--- src/rtl/mac_tx_pkt_gen_if.sv ---
// 64-bit AXI4-Stream link from the frame generator to the MAC TX port.
// Byte i of tdata is on [8i+7:8i]; byte 0 goes on the wire first.
interface mac_tx_pkt_gen_if;
  logic [63:0] tdata;
  logic [7:0]  tkeep;
  logic        tvalid;
  logic        tready;
  logic        tlast;
  logic        tuser;

  modport master (output tdata, tkeep, tvalid, tlast, tuser, input tready);
  modport slave  (input tdata, tkeep, tvalid, tlast, tuser, output tready);
endinterface

--- src/rtl/mac_tx_pkt_gen.sv ---
// Ethernet test-frame generator for the MAC TX stream: header, 32-bit sequence number, XOR payload.
// First beat one clock after SEND entry, registered outputs; beats hold while tready is low, no bubbles otherwise.
module mac_tx_pkt_gen #(
  parameter logic [47:0] DST_MAC    = 48'hFFFF_FFFF_FFFF,
  parameter logic [47:0] SRC_MAC    = 48'h0002_0304_0506,
  parameter logic [15:0] ETHERTYPE  = 16'h88B5,
  parameter int          IFG_CYCLES = 4,
  parameter int          MIN_LEN    = 60,
  parameter int          MAX_LEN    = 1514
) (
  input  logic                    clk,
  input  logic                    rst_n,
  input  logic                    mac_ready,
  input  logic                    enable,
  input  logic [15:0]             num_pkts,
  input  logic [10:0]             frame_len,
  mac_tx_pkt_gen_if.master        m_axis,
  output logic                    busy,
  output logic                    done,
  output logic [31:0]             tx_pkt_cnt
);

  typedef enum logic [2:0] {S_IDLE, S_WAIT_RDY, S_SEND, S_GAP, S_DONE} state_t;

  localparam logic [10:0] MIN_L    = 11'(MIN_LEN);
  localparam logic [10:0] MAX_L    = 11'(MAX_LEN);
  localparam logic [15:0] GAP_LAST = 16'((IFG_CYCLES > 0) ? IFG_CYCLES - 1 : 0);

  state_t      state_q, state_d;
  logic [10:0] len_q;
  logic [31:0] seq_q;
  logic [7:0]  idx_q;
  logic [15:0] run_cnt_q;
  logic [15:0] gap_cnt_q;
  logic [31:0] pkt_cnt_q;
  logic        tvalid_q, tlast_q;
  logic [63:0] tdata_q;
  logic [7:0]  tkeep_q;

  logic        accept, last_acc, load, run_full;
  logic [10:0] len_clamp;
  logic [31:0] seq_src;
  logic [7:0]  b_idx;
  logic [10:0] b_len;
  logic [31:0] b_seq;
  logic [63:0] b_dat;
  logic [7:0]  b_keep;
  logic        b_last;

  function automatic logic [7:0] frame_byte(input logic [10:0] k, input logic [10:0] len,
                                            input logic [31:0] seq);
    logic [143:0] hdr;
    logic [7:0]   b;
    hdr = {DST_MAC, SRC_MAC, ETHERTYPE, seq} << {k, 3'b000};
    if (k >= len)
      b = 8'h00;
    else if (k < 11'd18)
      b = hdr[143:136];
    else
      b = k[7:0] ^ seq[7:0];
    return b;
  endfunction

  assign accept    = tvalid_q & m_axis.tready;
  assign last_acc  = accept & tlast_q;
  assign run_full  = (num_pkts != 16'd0) && ((run_cnt_q + 16'd1) == num_pkts);
  assign len_clamp = (frame_len < MIN_L) ? MIN_L : ((frame_len > MAX_L) ? MAX_L : frame_len);
  // A back-to-back frame loads in the same cycle its predecessor's tlast is counted.
  assign seq_src   = last_acc ? (pkt_cnt_q + 32'd1) : pkt_cnt_q;

  always_ff @(posedge clk) begin
    if (!rst_n)
      state_q <= S_IDLE;
    else
      state_q <= state_d;
  end

  always_comb begin
    state_d = state_q;
    load    = 1'b0;
    case (state_q)
      S_IDLE:     if (enable) state_d = S_WAIT_RDY;
      S_WAIT_RDY: begin
        if (!enable)        state_d = S_IDLE;
        else if (mac_ready) state_d = S_SEND;
      end
      S_SEND: begin
        if (!tvalid_q) begin
          load = 1'b1;
        end else if (last_acc) begin
          if (run_full)                   state_d = S_DONE;
          else if (!enable || !mac_ready) state_d = S_IDLE;
          else if (IFG_CYCLES > 0)        state_d = S_GAP;
          else                            load    = 1'b1;
        end
      end
      S_GAP: begin
        // The final gap clock preloads beat 0 so exactly IFG_CYCLES idle clocks appear.
        if (!enable) begin
          state_d = S_IDLE;
        end else if (gap_cnt_q == GAP_LAST) begin
          state_d = S_SEND;
          load    = 1'b1;
        end
      end
      S_DONE:     if (!enable) state_d = S_IDLE;
      default:    state_d = S_IDLE;
    endcase
  end

  always_comb begin
    logic [10:0] k;
    b_idx  = load ? 8'd0 : (idx_q + 8'd1);
    b_len  = load ? len_clamp : len_q;
    b_seq  = load ? seq_src : seq_q;
    b_dat  = '0;
    b_keep = '0;
    for (int i = 0; i < 8; i++) begin
      k                = {b_idx, 3'b000} + 11'(i);
      b_dat[8*i +: 8]  = frame_byte(k, b_len, b_seq);
      b_keep[i]        = (k < b_len);
    end
    b_last = ({1'b0, b_idx, 3'b000} + 12'd8) >= {1'b0, b_len};
  end

  always_ff @(posedge clk) begin
    if (!rst_n) begin
      len_q     <= '0;
      seq_q     <= '0;
      idx_q     <= '0;
      run_cnt_q <= '0;
      gap_cnt_q <= '0;
      pkt_cnt_q <= '0;
      tvalid_q  <= 1'b0;
      tlast_q   <= 1'b0;
      tdata_q   <= '0;
      tkeep_q   <= '0;
    end else begin
      if (load) begin
        len_q <= len_clamp;
        seq_q <= seq_src;
        idx_q <= 8'd0;
      end else if (accept && !tlast_q) begin
        idx_q <= idx_q + 8'd1;
      end

      if (load || (accept && !tlast_q)) begin
        tvalid_q <= 1'b1;
        tdata_q  <= b_dat;
        tkeep_q  <= b_keep;
        tlast_q  <= b_last;
      end else if (last_acc) begin
        tvalid_q <= 1'b0;
        tdata_q  <= '0;
        tkeep_q  <= '0;
        tlast_q  <= 1'b0;
      end

      if (last_acc) pkt_cnt_q <= pkt_cnt_q + 32'd1;

      if (state_q == S_IDLE && state_d != S_IDLE) run_cnt_q <= '0;
      else if (last_acc)                            run_cnt_q <= run_cnt_q + 16'd1;

      if (state_q == S_GAP) gap_cnt_q <= gap_cnt_q + 16'd1;
      else                  gap_cnt_q <= '0;
    end
  end

  assign m_axis.tvalid = tvalid_q;
  assign m_axis.tdata  = tdata_q;
  assign m_axis.tkeep  = tkeep_q;
  assign m_axis.tlast  = tlast_q;
  assign m_axis.tuser  = 1'b0;
  assign busy          = (state_q == S_WAIT_RDY) || (state_q == S_SEND) || (state_q == S_GAP);
  assign done          = (state_q == S_DONE);
  assign tx_pkt_cnt    = pkt_cnt_q;

endmodule

--- src/flat_wrapper.sv ---
// flat-port wrapper written by rule: the top's interface ports become plain ports
module mac_tx_pkt_gen_flat 
#(
  parameter logic [47:0] DST_MAC    = 48'hFFFF_FFFF_FFFF,
  parameter logic [47:0] SRC_MAC    = 48'h0002_0304_0506,
  parameter logic [15:0] ETHERTYPE  = 16'h88B5,
  parameter int          IFG_CYCLES = 4,
  parameter int          MIN_LEN    = 60,
  parameter int          MAX_LEN    = 1514
)
  (clk, rst_n, mac_ready, enable, num_pkts, frame_len, busy, done, tx_pkt_cnt, m_axis_tdata, m_axis_tkeep, m_axis_tvalid, m_axis_tlast, m_axis_tuser, m_axis_tready);
  mac_tx_pkt_gen_if m_axis_i ();
  input  logic clk;
  input  logic rst_n;
  input  logic mac_ready;
  input  logic enable;
  input  logic [15:0] num_pkts;
  input  logic [10:0] frame_len;
  output logic busy;
  output logic done;
  output logic [31:0] tx_pkt_cnt;
  output wire logic [$bits(m_axis_i.tdata)-1:0] m_axis_tdata;
  output wire logic [$bits(m_axis_i.tkeep)-1:0] m_axis_tkeep;
  output wire logic [$bits(m_axis_i.tvalid)-1:0] m_axis_tvalid;
  output wire logic [$bits(m_axis_i.tlast)-1:0] m_axis_tlast;
  output wire logic [$bits(m_axis_i.tuser)-1:0] m_axis_tuser;
  input wire logic [$bits(m_axis_i.tready)-1:0] m_axis_tready;
  assign m_axis_tdata = m_axis_i.tdata;
  assign m_axis_tkeep = m_axis_i.tkeep;
  assign m_axis_tvalid = m_axis_i.tvalid;
  assign m_axis_tlast = m_axis_i.tlast;
  assign m_axis_tuser = m_axis_i.tuser;
  assign m_axis_i.tready = m_axis_tready;
  mac_tx_pkt_gen #(.DST_MAC(DST_MAC), .SRC_MAC(SRC_MAC), .ETHERTYPE(ETHERTYPE), .IFG_CYCLES(IFG_CYCLES), .MIN_LEN(MIN_LEN), .MAX_LEN(MAX_LEN)) u_core (.clk(clk), .rst_n(rst_n), .mac_ready(mac_ready), .enable(enable), .num_pkts(num_pkts), .frame_len(frame_len), .m_axis(m_axis_i), .busy(busy), .done(done), .tx_pkt_cnt(tx_pkt_cnt));
endmodule
--- config.mk ---
export PLATFORM = sky130hd
export DESIGN_NAME = mac_tx_pkt_gen_flat
export DESIGN_NICKNAME = d
export VERILOG_FILES = /design/src/rtl/mac_tx_pkt_gen_if.sv /design/src/rtl/mac_tx_pkt_gen.sv /design/src/flat_wrapper.sv
export SDC_FILE = /design/constraint.sdc
export NUM_CORES = 1
export LEC_CHECK = 0
export BUFFER_PORTS_ARGS = -buffer_cell sky130_fd_sc_hd__buf_2
export CAP_MARGIN = 25
export CORE_ASPECT_RATIO = 0.7
export CORE_UTILIZATION = 58
export DETAILED_ROUTE_END_ITERATION = 10
export GPL_ROUTABILITY_DRIVEN = 1
export PLACE_DENSITY = 0.86
export SYNTH_ARGS = -nofsm -noshare
export SYNTH_HDL_FRONTEND = slang
export SYNTH_SLANG_ARGS = --single-unit
export TNS_END_PERCENT = 10
--- constraint.sdc ---
create_clock -name clk -period 4.48 [get_ports clk]
set_input_delay 0.672 -clock clk [delete_from_list [all_inputs] [get_ports clk]]
set_output_delay 0.672 -clock clk [all_outputs]
set_load 0.01 [all_outputs]
==> Yosys cells after proc, flatten, opt, wreduce, memory -nomap -nowiden <==
Index checks and enable logic that the tools add are counted.
{ "totals": {"in_bits": 32, "out_inout_bits": 109, "reg_bits": 192} }
{ "op_classes": {"magnitude_cmp": 27, "bitwise": 11, "shifts": 8, "muxes": 44, "reduce_logical": 17, "eq_ne": 6, "n_addsub": 12} }
{ "ops": {"columns": ["cell", "n"], "rows": [
  ["$shl A144 B14 Y144", 8],
  ["$mux W8", 19],
  ["$mux W64", 2],
  ["$ge A11 B11 Y1", 8],
  ["$lt A11 B11 Y1", 8],
  ["$lt A11 B5 Y1 const B", 8],
  ["$mux W32", 2],
  ["$xor A8 B8 Y8", 8],
  ["$add A11 B3 Y11 const B", 4],
  ["$mux W11", 3],
  ["$add A16 B1 Y16 const B", 2],
  ["$add A32 B1 Y32 const B", 1],
  ["$mux W3", 9],
  ["$add A11 B2 Y11 const B", 2],
  ["$eq A16 B16 Y1", 1],
  ["$eq A16 B2 Y1 const B", 1],
  ["$reduce_bool A16 Y1", 1],
  ["$pmux W3 S5", 1],
  ["$add A11 B4 Y12 const B", 1],
  ["$ge A12 B11 Y1", 1],
  ["$add A11 B1 Y11 const B", 1],
  ["$gt A11 B11 Y1 const B", 1],
  ["$lt A11 B6 Y1 const B", 1],
  ["$add A8 B1 Y8 const B", 1],
  ["16 further kinds", 31]
]} }

==> Depth between registers and ports, before layout <==
Gate-level depths: netlist of run 1.
{ "logic_depth": {"ltp_word": 10, "mapped_depth": 17, "depth_no_buf": 15} }

==> Worst setup path after synthesis of run 1 <==
OpenSTA, ideal clock, no wires.
{ "synth_path": {"path_type": "register to register", "start": "register u_core.idx_q[0]", "end": "register u_core.tlast_q (netlist: u_core.m_axis.tlast)", "setup_slack_ps": 675, "required_time_ps": 4342, "setup_ps": 138, "arrival_ps": 3667, "path_stages_with_launch": 17, "path_buffers": 3, "cell_sequence": "dfxtp_1 ha_1 clkbuf_1 o211ai_1 buf_2 inv_1 ha_1 clkbuf_1 nand2_1 nor4_1 xor2_1 ha_1 a21o_1 a21oi_1 o21ai_0 a221oi_1 a221oi_1"} }
{ "synth_via": {"elab_chain_cells": 5} }
{ "synth_lines": {"columns": ["element", "line_no", "source"], "rows": [
  ["start, declared", "mac_tx_pkt_gen.sv:32", "logic [7:0] idx_q;"],
  ["start signal, assigned", "mac_tx_pkt_gen.sv:144", "idx_q <= idx_q + 8'd1;"],
  ["$add A8 B1 Y8", "mac_tx_pkt_gen.sv:113", "b_idx = load ? 8'd0 : (idx_q + 8'd1);"],
  ["$mux W8", "mac_tx_pkt_gen.sv:113", null],
  ["$add A11 B4 Y12", "mac_tx_pkt_gen.sv:123", "b_last = ({1'b0, b_idx, 3'b000} + 12'd8) >= {1'b0, b_len};"],
  ["$ge A12 B11 Y1", "mac_tx_pkt_gen.sv:123", null],
  ["$mux W1", "mac_tx_pkt_gen.sv:147", "if (load || (accept && !tlast_q)) begin"],
  ["end signal, assigned", "mac_tx_pkt_gen.sv:151", "tlast_q <= b_last;"],
  ["end, declared", "mac_tx_pkt_gen.sv:36", "logic tvalid_q, tlast_q;"]
]} }
No other way between the ends.
A chain may end at the register's enable or synchronous reset.

==> Worst setup path in the final report of run 1 <==
{ "layout_path": {"start": "register u_core.gap_cnt_q[0]", "end": "register u_core.tlast_q (netlist: u_core.m_axis.tlast)"} }
{ "layout_via": {"elab_chain_cells": 8, "word_cells_on_any_way": 11, "cone_classes": "1 x add/sub; 1 x order compare; 1 x eq/ne; 6 x mux; 2 x reduce/logical"} }
{ "layout_lines": {"columns": ["element", "line_no", "source"], "rows": [
  ["start, declared", "mac_tx_pkt_gen.sv:34", "logic [15:0] gap_cnt_q;"],
  ["start signal, assigned", "mac_tx_pkt_gen.sv:164", "if (state_q == S_GAP) gap_cnt_q <= gap_cnt_q + 16'd1;"],
  ["$eq A16 B2 Y1 (*)", "mac_tx_pkt_gen.sv:101", "end else if (gap_cnt_q == GAP_LAST) begin"],
  ["$mux W1 (*)", "mac_tx_pkt_gen.sv:101", null],
  ["$mux W1 (*)", "mac_tx_pkt_gen.sv:99", "if (!enable) begin"],
  ["$pmux W1 S2 (*)", "mac_tx_pkt_gen.sv:81", "case (state_q)"],
  ["$mux W8", "mac_tx_pkt_gen.sv:113", null],
  ["$add A11 B4 Y12", "mac_tx_pkt_gen.sv:123", null],
  ["$ge A12 B11 Y1", "mac_tx_pkt_gen.sv:123", null],
  ["$mux W1", "mac_tx_pkt_gen.sv:147", null]
]} }
Every way passes the cells marked *; elsewhere a longest branch is shown, timed or not.

==> metrics.md, run 1 <==
| Metric | Value |
|---|---|
| Num CTS Buffers | `17` |
| IO Pins | `roughly 140` |
| Max FO, Critical Path | `7` |
| WP data required | `4.78 ns` |
| Count leader, synth | `dfxtp_1` |
| Tcrit/Tclk final | `between 90 and 100%` |
| CTS tree | `done` |
| Die area | `0.0172 sq mm` |
| Drt wl/cell | `between 15 and 20 um` |
| Global-route usage over all layers | `between 30% and 40%` |
| Vias per cell | `6.25` |
| Final setup violation count | `0` |
| Worst-Skew Late Latency | `0.45 ns` |
| Cts-stage hold buffer count | `0` |
| Power Density | `roughly 320 mW/mm^2` |
| GP Congestion | `between 0.9 and 1` |
| Initial antenna violation count | `0` |
| Die Y-Extent | `110 um` |
| Number of synthesis warnings | `0` |
| DIE WIDTH | `roughly 160 um` |
| I/O Buffers | `139` |
| # rows | `39` |
| Worst Max-Slew Pin Slew | `1.06 ns` |
| FFs w/ async S/R, synth | `0%` |
| Clk pwr share | `42.8%` |
| DRC Markers | `0` |
| Worst-path clk slew | `~0.070 ns` |
| CTS resizes | `0` |
| Fin Setup TNS | `0 ns` |
| # diodes | `0` |
| Sw power | `0.926 mW` |
| Sw Ratio | `26.1%` |
| Worst vdd rail ir drop | `0.266 mV` |
| Starting Density | `59.2%` |
| Vias in the first global route | `~8000` |
| Family with the most delay on the worst path | `compound AO/OA/AOI/OAI gates` |
| Lkg Pwr | `4.41 nW` |
| Placed Area | `about 0.010 sq mm` |
| Sequential Power Share | `49.2%` |
| Synth-to-layout area growth | `14.6%` |
| Crit-path slowest cell | `o21ai_2` |
| Pin count of the biggest net entering global routing | `61` |
| Seq cells post-synth | `192` |
| CP Class | `reg2reg` |
| Largest cells by area after synthesis | `dfxtp_1 40%, nor2_1 5.8%, xnor2_1 4.8%` |
| Gr ovfl total | `0` |
| Clock Tree Buf Depth | `2` |
| Detail Placement HPWL | `about 20 mm` |
| RSZ-0062 raised after global routing | `false` |
| Status | `finished, final reports clean` |
| Max_cap viols | `0` |
| Combinational power share | `about 8.0%` |
| Final design area excluding fillers | `0.0111 sq mm` |
| Fin. max-slew vios | `0` |
| Final hold vios | `0` |
| Netlist cell types | `87` |
| Power Internal | `about 2.6 mW` |
| Nets | `1264` |
| Worst Skew | `0.0113 ns` |
| Ys flop type | `dfxtp_1` |
| Synth area leader | `dfxtp_1` |
| Arrival @ worst endpoint | `approximately 4.4 ns` |
| DR vias | `9048` |
| Core footprint | `0.0163 sq mm` |
| Setup Buffers After CTS | `0` |
| Post-route ant nets | `0` |
| WL final | `27.7 mm` |
| Root buf cell | `clkbuf_16` |
| H-tree levels | `4` |
| Sequential-to-total area share from yosys stat | `39.8%` |
| Peak Freq | `roughly 240 MHz` |
| Share of cells above drive strength 1 | `a little under a fifth` |
| Synth Instances | `approximately 1100` |
| DRT iter0 DRCs | `1009` |
| Synthesized area | `just under 0.01 sq mm` |
| Cell Chain, Critical Path | `ha_1 > nor4b_2 > nand4_1 > buf_4 > o21ai_2 > inv_2 > ha_1 > xor2_1 > ha_1 > a21o_1 > a21o_1 > a221oi_1 > o21ai_0 > a221oi_1 > a221oi_1` |
| Period minus WS final | `4.11 ns` |
| Mean Syn Cell Area | `8.78 sq um` |
| Critical Path End Type | `flip-flop` |
| Worst slew margin | `29.3%` |
| CTS Sinks | `roughly 190` |
| CP startpoint kind | `flip-flop` |
| Critical Path Max Stage Delay | `0.41 ns` |
| Crit path buf inv count | `2` |
| EDFF count, synth | `0` |
| TritonRoute pass-1 iters | `8` |
| Worst min path class | `reg2reg` |
| Post-synth top area share | `between 30% and 40%` |
| Commonest cells in the netlist | `192 x dfxtp_1, 149 x nor2_1, 96 x nand2_1` |
| Mapped Nets | `1153` |
| First-pass GRT wire length | `42.6 mm` |
-- layout by cell type, fill, tap and decap left out, types with 4 or more instances in the layout --
cell       instances
buf_2            139
and2_1            20
o21a_1             4
ha_1              22
o21ai_0           35
o211ai_1           8
o311a_1            4
a211oi_1          24
a21oi_1           41
a22o_1            17
a21o_1             9
and4_1            15
dfxtp_1          192
o21ai_1           10
a32o_1            16
or3_1              8
xor2_1            45
xnor2_1           53
o31ai_1           12
a31oi_1           12
nand3_1           33
a22oi_1            5
nand4_1           27
or4_1              4
nor2b_1            7
and3_1            15
mux2i_1           11
nand2_1           96
clkbuf_16         17
nor2_1           149
nor4_1            17
buf_4             17
inv_1             14
o22ai_1           11
a21oi_2            4
nor3_1            14
-- cell type report --
cell class / instances / area (sq um)
Sequential cell: 192 / 3840
Fill cell: 1322 / 5240
Timing Repair Buffer: 156 / 823
Tap cell: 225 / 282
Clock inverter: 13 / 144
Clock buffer: 18 / 439
Inverter: 17 / 63.8
Multi-Input combinational cell: 826 / 5460
-- logic make-up (layout without fill, tap and decap cells) --
logic type,count (synthesis),count (layout),synth area share (%)
xor+xnor,100,100,9.30
compound gates,261,261,20.4
other cells,1,1,0.0389
fa+ha+maj,22,22,2.85
simple gates,427,427,22.2
flops,192,192,39.8
buf+inv,81,204,3.74
mux,15,15,1.65
-- registers in the layout, summed over array words and instances, names as in the netlist --
name                  flops
u_core.seq_q             32
u_core.m_axis.tkeep       8
u_core.run_cnt_q         16
u_core.m_axis.tdata      64
u_core.state_q            3
u_core.idx_q              8
u_core.m_axis.tlast       1
u_core.len_q             11
u_core.tx_pkt_cnt        32
u_core.m_axis.tvalid      1
u_core.gap_cnt_q         16
-- worst reg2reg max path, delay by kind of cell, from the launching register on --
kind	cells	cell delay [ns]
AOI/OAI and AO/OA	7	1.57
adders and majority gates	3	0.85
and+or+nand+nor	2	0.53
buffers and inverters	2	0.46
DFF	1	0.37
xor gates and xnor gates	1	0.19
-- per-stage QoR --
| stage | setup WS (ns) | std cells | hold slack, ns | util, % | power (mW) |
|---|---|---|---|---|---|
| after floorplan | 0.675 | 1099 | 0.426 | - | 1.96 |
| after global placement | 0.434 | 1416 | 0.430 | 64.3 | 2.05 |
| after detailed placement | 0.445 | 1416 | 0.435 | 64.3 | 2.06 |
| after CTS | 0.400 | 1447 | 0.451 | 67.8 | 3.55 |
| after global routing | 0.0797 | 1447 | 0.475 | 67.8 | 3.65 |
| final | 0.370 | 1447 | 0.445 | 67.8 | 3.55 |
-- power by group through the flow --
stage	clock (mW)	sequential (mW)	combinational [mW]
2_1_floorplan	0	1.78	0.182
3_3_place_gp	0	1.78	0.268
3_5_place_dp	0	1.78	0.272
4_1_cts	1.53	1.74	0.273
5_1_grt	1.60	1.75	0.303
6_report	1.52	1.75	0.282
-- metal layers --
layer  vias up  part of all wire [%]  global-route usage [%]
li1       4218                     -                       -
met1      4283                    47                    48.8
met2       505                    41                    46.2
met3        42                    11                    7.21
met4         0                   1.5                    9.03
met5         -                     0                       0
-- final timing paths --
kind                                start                 endpoint  slack, ns  cells past startpoint
hold reg to reg   u_core.m_axis.tdata[42]  u_core.m_axis.tdata[42]       0.45                      2
setup / recovery      u_core.gap_cnt_q[0]      u_core.m_axis.tlast       0.37                     15
hold / removal    u_core.m_axis.tdata[42]  u_core.m_axis.tdata[42]       0.45                      2
setup reg to reg      u_core.gap_cnt_q[0]      u_core.m_axis.tlast       0.37                     15
Note: power is estimated with default switching activity, not from simulation.
==> run 2: changes to the inputs <==
--- a/config.mk
+++ b/config.mk
@@ -8,10 +8,10 @@
 export BUFFER_PORTS_ARGS = -buffer_cell sky130_fd_sc_hd__buf_2
 export CAP_MARGIN = 25
 export CORE_ASPECT_RATIO = 0.7
-export CORE_UTILIZATION = 58
+export CORE_UTILIZATION = 50
 export DETAILED_ROUTE_END_ITERATION = 10
 export GPL_ROUTABILITY_DRIVEN = 1
-export PLACE_DENSITY = 0.86
+export PLACE_DENSITY = 0.76
 export SYNTH_ARGS = -nofsm -noshare
 export SYNTH_HDL_FRONTEND = slang
 export SYNTH_SLANG_ARGS = --single-unit
==> run 2 against run 1 <==
  * Routed wire length increased by 0.44%
  * Hold slack gained 0.0053 ns
  * Largest cell class unchanged
  * Flip-flop and latch count stayed put
  * Final cell count up 1.1%
==> metrics.md, run 2 (same netlist as run 1, synthesis figures left out) <==
| Metric | Value |
|---|---|
| Worst-path clk slew | `0.08 ns (was 0.07 ns)` |
| Fin. max-slew vios | `0 (unchanged)` |
| Combinational power share | `7.9% (was 8.0%)` |
| Worst vdd rail ir drop | `0.260 mV (was 0.266 mV)` |
| Core footprint | `0.0189 sq mm (was 0.0163 sq mm)` |
| Period minus WS final | `4.07 ns (was 4.11 ns)` |
| DR vias | `8863 (was 9048)` |
| Starting Density | `51.0% (was 59.2%)` |
| Cts-stage hold buffer count | `0 (unchanged)` |
| CTS tree | `done (unchanged)` |
| Critical Path Max Stage Delay | `0.50 ns (was 0.41 ns)` |
| Most common cell after layout, fill and taps aside | `dfxtp_1 (unchanged)` |
| Share of cells above drive strength 1 | `18.6% (was 18.7%)` |
| Tcrit/Tclk final | `90.8% (was 91.7%)` |
| Largest register FFs | `64 (unchanged)` |
| Post-route ant nets | `0 (unchanged)` |
| Initial antenna violation count | `0 (unchanged)` |
| CTS resizes | `0 (unchanged)` |
| CP Class | `reg2reg (unchanged)` |
| Clock Tree Buf Depth | `2 (unchanged)` |
| Worst slew margin | `29.5% (was 29.3%)` |
| TritonRoute pass-1 iters | `6 (was 8)` |
| I/O Buffers | `139 (unchanged)` |
| DRT iter0 DRCs | `1119 (was 1009)` |
| Global-route usage over all layers | `28.2% (was 32.6%)` |
| Power Density | `322 mW/mm^2 (was 321 mW/mm^2)` |
| Synth-to-layout area growth | `14.9% (was 14.6%)` |
| Vias per cell | `6.06 (was 6.25)` |
| WP data required | `4.81 ns (was 4.78 ns)` |
| Critical Path End Type | `flip-flop (unchanged)` |
| Cell Chain, Critical Path | `ha_1 > nor4b_2 > nand4_1 > buf_4 > o21ai_4 > buf_4 > or4_1 > mux2_2 > ha_1 > nand3_1 > nor3b_1 > nand3_1 > a221oi_1 (was ha_1 > nor4b_2 > nand4_1 > buf_4 > o21ai_2 > inv_2 > ha_1 > xor2_1 > ha_1 > a21o_1 > a21o_1 > a221oi_1 > o21ai_0 > a221oi_1 > a221oi_1)` |
| # diodes | `0 (unchanged)` |
| Peak Freq | `246 MHz (was 243 MHz)` |
| Pin count of the biggest net entering global routing | `61 (unchanged)` |
| Die area | `0.0199 sq mm (was 0.0172 sq mm)` |
| Detail Placement HPWL | `20.3 mm (was 20.0 mm)` |
| Commonest non-fill, non-tap cells in the layout | `192 x dfxtp_1, 149 x nor2_1, 139 x buf_2 (unchanged)` |
| IO Pins | `141 (unchanged)` |
| Sw power | `0.956 mW (was 0.926 mW)` |
| Crit-path slowest cell | `o21ai_4 (was o21ai_2)` |
| Die Y-Extent | `118 um (was 110 um)` |
| Arrival @ worst endpoint | `4.40 ns (was 4.41 ns)` |
| R2r worst-path depth | `13 (was 15)` |
| First-pass GRT wire length | `43.9 mm (was 42.6 mm)` |
| Num CTS Buffers | `17 (unchanged)` |
| Status | `finished, final reports clean (unchanged)` |
| H-tree levels | `4 (unchanged)` |
| Gr ovfl total | `0 (unchanged)` |
| DRC Markers | `0 (unchanged)` |
| Final setup violation count | `0 (unchanged)` |
| WL final | `27.8 mm (was 27.7 mm)` |
| Max_cap viols | `0 (unchanged)` |
| Fin Setup TNS | `0 ns (unchanged)` |
| Max FO, Critical Path | `31 (was 7)` |
| Worst min path class | `reg2reg (unchanged)` |
| Placed Area | `0.0105 sq mm (about the same)` |
| Lkg Pwr | `4.40 nW (was 4.41 nW)` |
| Drt wl/cell | `19.0 um (was 19.1 um)` |
| Non-filler cells, final | `1463 (was 1447)` |
| Hold-critical path depth | `2 (unchanged)` |
| Sequential Power Share | `48.8% (was 49.2%)` |
| Setup Buffers After CTS | `0 (unchanged)` |
| Worst Skew | `0.0143 ns (was 0.0113 ns)` |
| Worst Max-Slew Pin Slew | `1.05 ns (was 1.06 ns)` |
| GP Congestion | `0.946 (was 0.960)` |
| Vias in the first global route | `8033 (was 7860)` |
| Root buf cell | `clkbuf_16 (unchanged)` |
| Clk pwr share | `43.3% (was 42.8%)` |
| Power Internal | `2.62 mW (about the same)` |
| Sw Ratio | `26.7% (was 26.1%)` |
| Final hold vios | `0 (unchanged)` |
| Fillers | `1670 (was 1322)` |
| RSZ-0062 raised after global routing | `false (unchanged)` |
| Final design area excluding fillers | `0.0111 sq mm (about the same)` |
| Nets | `1262 (was 1264)` |
| Dpl cells | `1431 (was 1416)` |
| DIE WIDTH | `168 um (was 156 um)` |
| Worst-Skew Late Latency | `0.45 ns (about the same)` |
| CP startpoint kind | `flip-flop (unchanged)` |
| CTS Sinks | `192 (unchanged)` |
| # rows | `42 (was 39)` |
run 2: changes by cell type in the layout (fill, tap and decap cells not counted), sizes merged:
| cell | previous run | this run |
|---|---|---|
| clkbuf | 18 | 17 |
| clkinvlp | 2 | 4 |
| buf | 156 | 154 |
run 2: power groups by stage:
stage                     registers, mW  logic [mW]  clock network [mW]
after detailed placement           1.78       0.272                   0
final                              1.75       0.281                1.55
after global routing               1.75       0.302                1.64
after global placement             1.78       0.269                   0
after CTS                          1.74       0.274                1.56
after floorplan                    1.78       0.182                   0
run 2: path summary, 6_finish.rpt:
path | startpoint | endpoint | slack (ns)
worst max-delay path | u_core.gap_cnt_q[0] | u_core.m_axis.tlast | 0.41
worst min-delay path | u_core.m_axis.tdata[58] | u_core.m_axis.tdata[58] | 0.45
worst max register to register | u_core.gap_cnt_q[0] | u_core.m_axis.tlast | 0.41
worst min register to register | u_core.m_axis.tdata[58] | u_core.m_axis.tdata[58] | 0.45
run 2: layer usage:
layer	GRT usage, %	wire length, um	vias to the layer above
met3	6.93	2700	34
met5	0	0	-
met2	39.2	11300	416
met4	8.72	436	0
met1	42.4	13400	4201
li1	-	-	4212
run 2: critical path, delay by kind of cell (launching register included):
family,cells,cell delay [ns]
AND/OR/NAND/NOR,6,1.26
multiplexers,1,0.35
AO/OA/AOI/OAI,2,0.85
flip-flops,1,0.36
adder cells (fa/ha/maj),2,0.50
buffers and inverters,2,0.62
run 2: per-stage QoR:
stage	hold WS (ns)	worst slack, ns	power, mW	util (%)
2_1_floorplan	0.426	0.675	1.96	-
3_3_place_gp	0.432	0.341	2.05	55.4
3_5_place_dp	0.440	0.380	2.06	55.4
4_1_cts	0.455	0.533	3.57	58.6
5_1_grt	0.475	0.189	3.69	58.6
6_report	0.450	0.413	3.57	58.6
run 2: final cells by class:
class                   count  area (sq um)  area share [%]
clock buffers              17           425            3.84
clock inverters            15           176            1.59
inverters                  17          63.8           0.576
multi-input cells         826          5460            49.3
flip-flops and latches    192          3840            34.7
well taps                 242           303            2.73
repair buffers            154           808            7.29
==> run 3: changes to the inputs <==
--- a/config.mk
+++ b/config.mk
@@ -7,7 +7,6 @@
 export LEC_CHECK = 0
 export BUFFER_PORTS_ARGS = -buffer_cell sky130_fd_sc_hd__buf_2
 export CAP_MARGIN = 25
-export CORE_ASPECT_RATIO = 0.7
 export CORE_UTILIZATION = 50
 export DETAILED_ROUTE_END_ITERATION = 10
 export GPL_ROUTABILITY_DRIVEN = 1
==> run 3 against run 2 <==
  * Power is 1.4% higher
  * Clock skew is 0.0068 ns higher
  * Final cell count is 1.2% higher
  * Flip-flop and latch count stayed put
  * Via count is 1.3% lower
  * Non-clock buffer count is 1 lower
  * Routed wire length is 3.4% lower
  * Core utilization is 0.43 points higher
  * Cell area is 0.27% higher
  * Sequential power hardly changed
  * Die area hardly changed
  * Critical path depth stayed put
  * Critical path type unchanged
  * Critical endpoint is now u_core.m_axis.tdata[11]
==> metrics.md, run 3 (same netlist as run 1, synthesis figures left out) <==
| Metric | Value |
|---|---|
| CP Class | `reg2reg (unchanged)` |
| Hold-critical path depth | `2 (unchanged)` |
| CTS Sinks | `192 (unchanged)` |
| Period minus WS final | `4.11 ns (was 4.07 ns)` |
| Gr ovfl total | `0 (unchanged)` |
| Status | `finished, final reports clean (unchanged)` |
| Crit path launch | `u_core.gap_cnt_q[0] (unchanged)` |
| Worst slew margin | `38.7% (was 29.5%)` |
| Die area | `0.0199 sq mm (about the same)` |
| Most common cell after layout, fill and taps aside | `dfxtp_1 (unchanged)` |
| Worst-Skew Late Latency | `0.45 ns (about the same)` |
| Share of cells above drive strength 1 | `18.5% (was 18.6%)` |
| Largest register FFs | `64 (unchanged)` |
| DRT iter0 DRCs | `906 (was 1119)` |
| Vias per cell | `5.91 (was 6.06)` |
| Detail Placement HPWL | `19.3 mm (was 20.3 mm)` |
| Worst min path class | `reg2reg (unchanged)` |
| # rows | `50 (was 42)` |
| Commonest non-fill, non-tap cells in the layout | `192 x dfxtp_1, 149 x nor2_1, 139 x buf_2 (unchanged)` |
| IO Pins | `141 (unchanged)` |
| WL final | `26.9 mm (was 27.8 mm)` |
| Tcrit/Tclk final | `91.7% (was 90.8%)` |
| Cts-stage hold buffer count | `0 (unchanged)` |
| Num CTS Buffers | `17 (unchanged)` |
| Final setup violation count | `0 (unchanged)` |
| FF-to-FF End | `u_core.m_axis.tdata[11] (was u_core.m_axis.tlast)` |
| Worst Skew | `0.0211 ns (was 0.0143 ns)` |
| H-tree levels | `4 (unchanged)` |
| Worst Max-Slew Pin Slew | `0.915 ns (was 1.05 ns)` |
| Nets | `1261 (was 1262)` |
| Setup Buffers After CTS | `0 (unchanged)` |
| Global-route usage over all layers | `27.1% (was 28.2%)` |
| HP Start | `u_core.m_axis.tdata[58] (unchanged)` |
| Cell Chain, Critical Path | `ha_1 > nor4b_2 > nand4_1 > o21ai_4 > o21ai_0 > ha_1 > a21oi_1 > o21ai_0 > a211oi_1 > nand3_1 > buf_4 > a21oi_2 > a22o_1 (was ha_1 > nor4b_2 > nand4_1 > buf_4 > o21ai_4 > buf_4 > or4_1 > mux2_2 > ha_1 > nand3_1 > nor3b_1 > nand3_1 > a221oi_1)` |
| CTS tree | `done (unchanged)` |
| Dpl cells | `1448 (was 1431)` |
| Lkg Pwr | `4.42 nW (was 4.40 nW)` |
| CP startpoint kind | `flip-flop (unchanged)` |
| Critical Path Max Stage Delay | `0.56 ns (was 0.50 ns)` |
| Post-route ant nets | `0 (unchanged)` |
| CTS resizes | `0 (unchanged)` |
| Non-filler cells, final | `1480 (was 1463)` |
| # diodes | `0 (unchanged)` |
| R2r startpoint | `u_core.gap_cnt_q[0] (unchanged)` |
| Drt wl/cell | `18.2 um (was 19.0 um)` |
| Hold Path End | `u_core.m_axis.tdata[58] (unchanged)` |
| Die Y-Extent | `141 um (was 118 um)` |
| Initial antenna violation count | `0 (unchanged)` |
| TritonRoute pass-1 iters | `5 (was 6)` |
| Worst-path clk slew | `0.08 ns (about the same)` |
| Family with the most delay on the worst path | `compound AO/OA/AOI/OAI gates (was simple AND/OR/NAND/NOR gates)` |
| Worst vdd rail ir drop | `0.241 mV (was 0.260 mV)` |
| Peak Freq | `243 MHz (was 246 MHz)` |
| Core footprint | `0.0188 sq mm (was 0.0189 sq mm)` |
| Arrival @ worst endpoint | `4.50 ns (was 4.40 ns)` |
| I/O Buffers | `139 (unchanged)` |
| Critical Path End Type | `flip-flop (unchanged)` |
| PnR Total Power | `3.62 mW (was 3.57 mW)` |
| DIE WIDTH | `141 um (was 168 um)` |
| Final hold vios | `0 (unchanged)` |
| Pin count of the biggest net entering global routing | `68 (was 61)` |
| RSZ-0062 raised after global routing | `false (unchanged)` |
| Synth-to-layout area growth | `15.2% (was 14.9%)` |
| Worst reg-to-reg setup slack | `0.37 ns (was 0.41 ns)` |
| Starting Density | `51.2% (was 51.0%)` |
| Hold WS | `0.451 ns (was 0.450 ns)` |
| First-pass GRT wire length | `42.2 mm (was 43.9 mm)` |
| DRC Markers | `0 (unchanged)` |
| Max FO, Critical Path | `17 (was 31)` |
| Power Density | `326 mW/mm^2 (was 322 mW/mm^2)` |
| Crit-path slowest cell | `o21ai_4 (unchanged)` |
| WP data required | `4.87 ns (was 4.81 ns)` |
| Root buf cell | `clkbuf_16 (unchanged)` |
| Clock Tree Buf Depth | `2 (unchanged)` |
| DR vias | `8745 (was 8863)` |
| Fin. max-slew vios | `0 (unchanged)` |
| Max_cap viols | `0 (unchanged)` |
| R2r worst-path depth | `13 (unchanged)` |
| GP Congestion | `0.973 (was 0.946)` |
| Fin Setup TNS | `0 ns (unchanged)` |
| Vias in the first global route | `7962 (was 8033)` |
| Crit path buf inv count | `1 (was 2)` |
-- run 3: cell count changes in the layout (fill, tap and decap cells not counted), sizes merged --
| cell | previous run | this run |
|---|---|---|
| clkbuf | 17 | 18 |
| buf | 154 | 153 |
| inv | 22 | 25 |
| clkinv | 5 | 4 |
| clkinvlp | 4 | 1 |
-- run 3: worst min-delay path: cells and delay by family (launching register included) --
kind,cells,cell delay [ns]
DFF,1,0.31
and+or+nand+nor,1,0.05
AOI/OAI and AO/OA,1,0.05
-- run 3: power by group --
group,leakage [nW],total [mW],switching [mW],internal (mW)
combinational,2.57,0.274,0.180,0.0939
clock,0.300,1.60,0.779,0.824
sequential,1.55,1.75,0.0196,1.73
total,4.42,3.62,0.978,2.64
-- run 3: layer usage --
layer | vias up | part of all wire (%) | global-route usage (%)
met5 | - | 0 | 0
met4 | 0 | 2.6 | 10.0
met3 | 57 | 7.6 | 5.40
met2 | 372 | 45 | 42.9
met1 | 4104 | 44 | 36.6
li1 | 4212 | - | -
-- run 3: worst max path at each step --
| stage | endpoint | cells after the start |
|---|---|---|
| 2_1_floorplan | u_core.m_axis.tlast | 16 |
| 3_3_place_gp | u_core.m_axis.tlast | 14 |
| 3_5_place_dp | u_core.m_axis.tdata[11] | 13 |
| 4_1_cts | u_core.m_axis.tdata[11] | 13 |
| 5_1_grt | u_core.m_axis.tdata[23] | 13 |
| 6_report | u_core.m_axis.tdata[11] | 13 |
-- run 3: layout make-up --
| cell class | instances | area (sq um) |
|---|---|---|
| Clock inverter | 14 | 178 |
| Sequential cell | 192 | 3840 |
| Tap cell | 260 | 325 |
| Clock buffer | 18 | 439 |
| Inverter | 17 | 63.8 |
| Timing Repair Buffer | 153 | 801 |
| Fill cell | 1679 | 7720 |
| Multi-Input combinational cell | 826 | 5460 |
-- run 3: metrics by stage --
stage	instance area, sq um	utilization, %	worst slack (ns)
after floorplan	9650	-	0.675
after global placement	10500	55.7	0.573
after detailed placement	10500	55.7	0.496
after CTS	11100	59.0	0.474
after global routing	11100	59.0	0.0519
final	11100	59.0	0.373
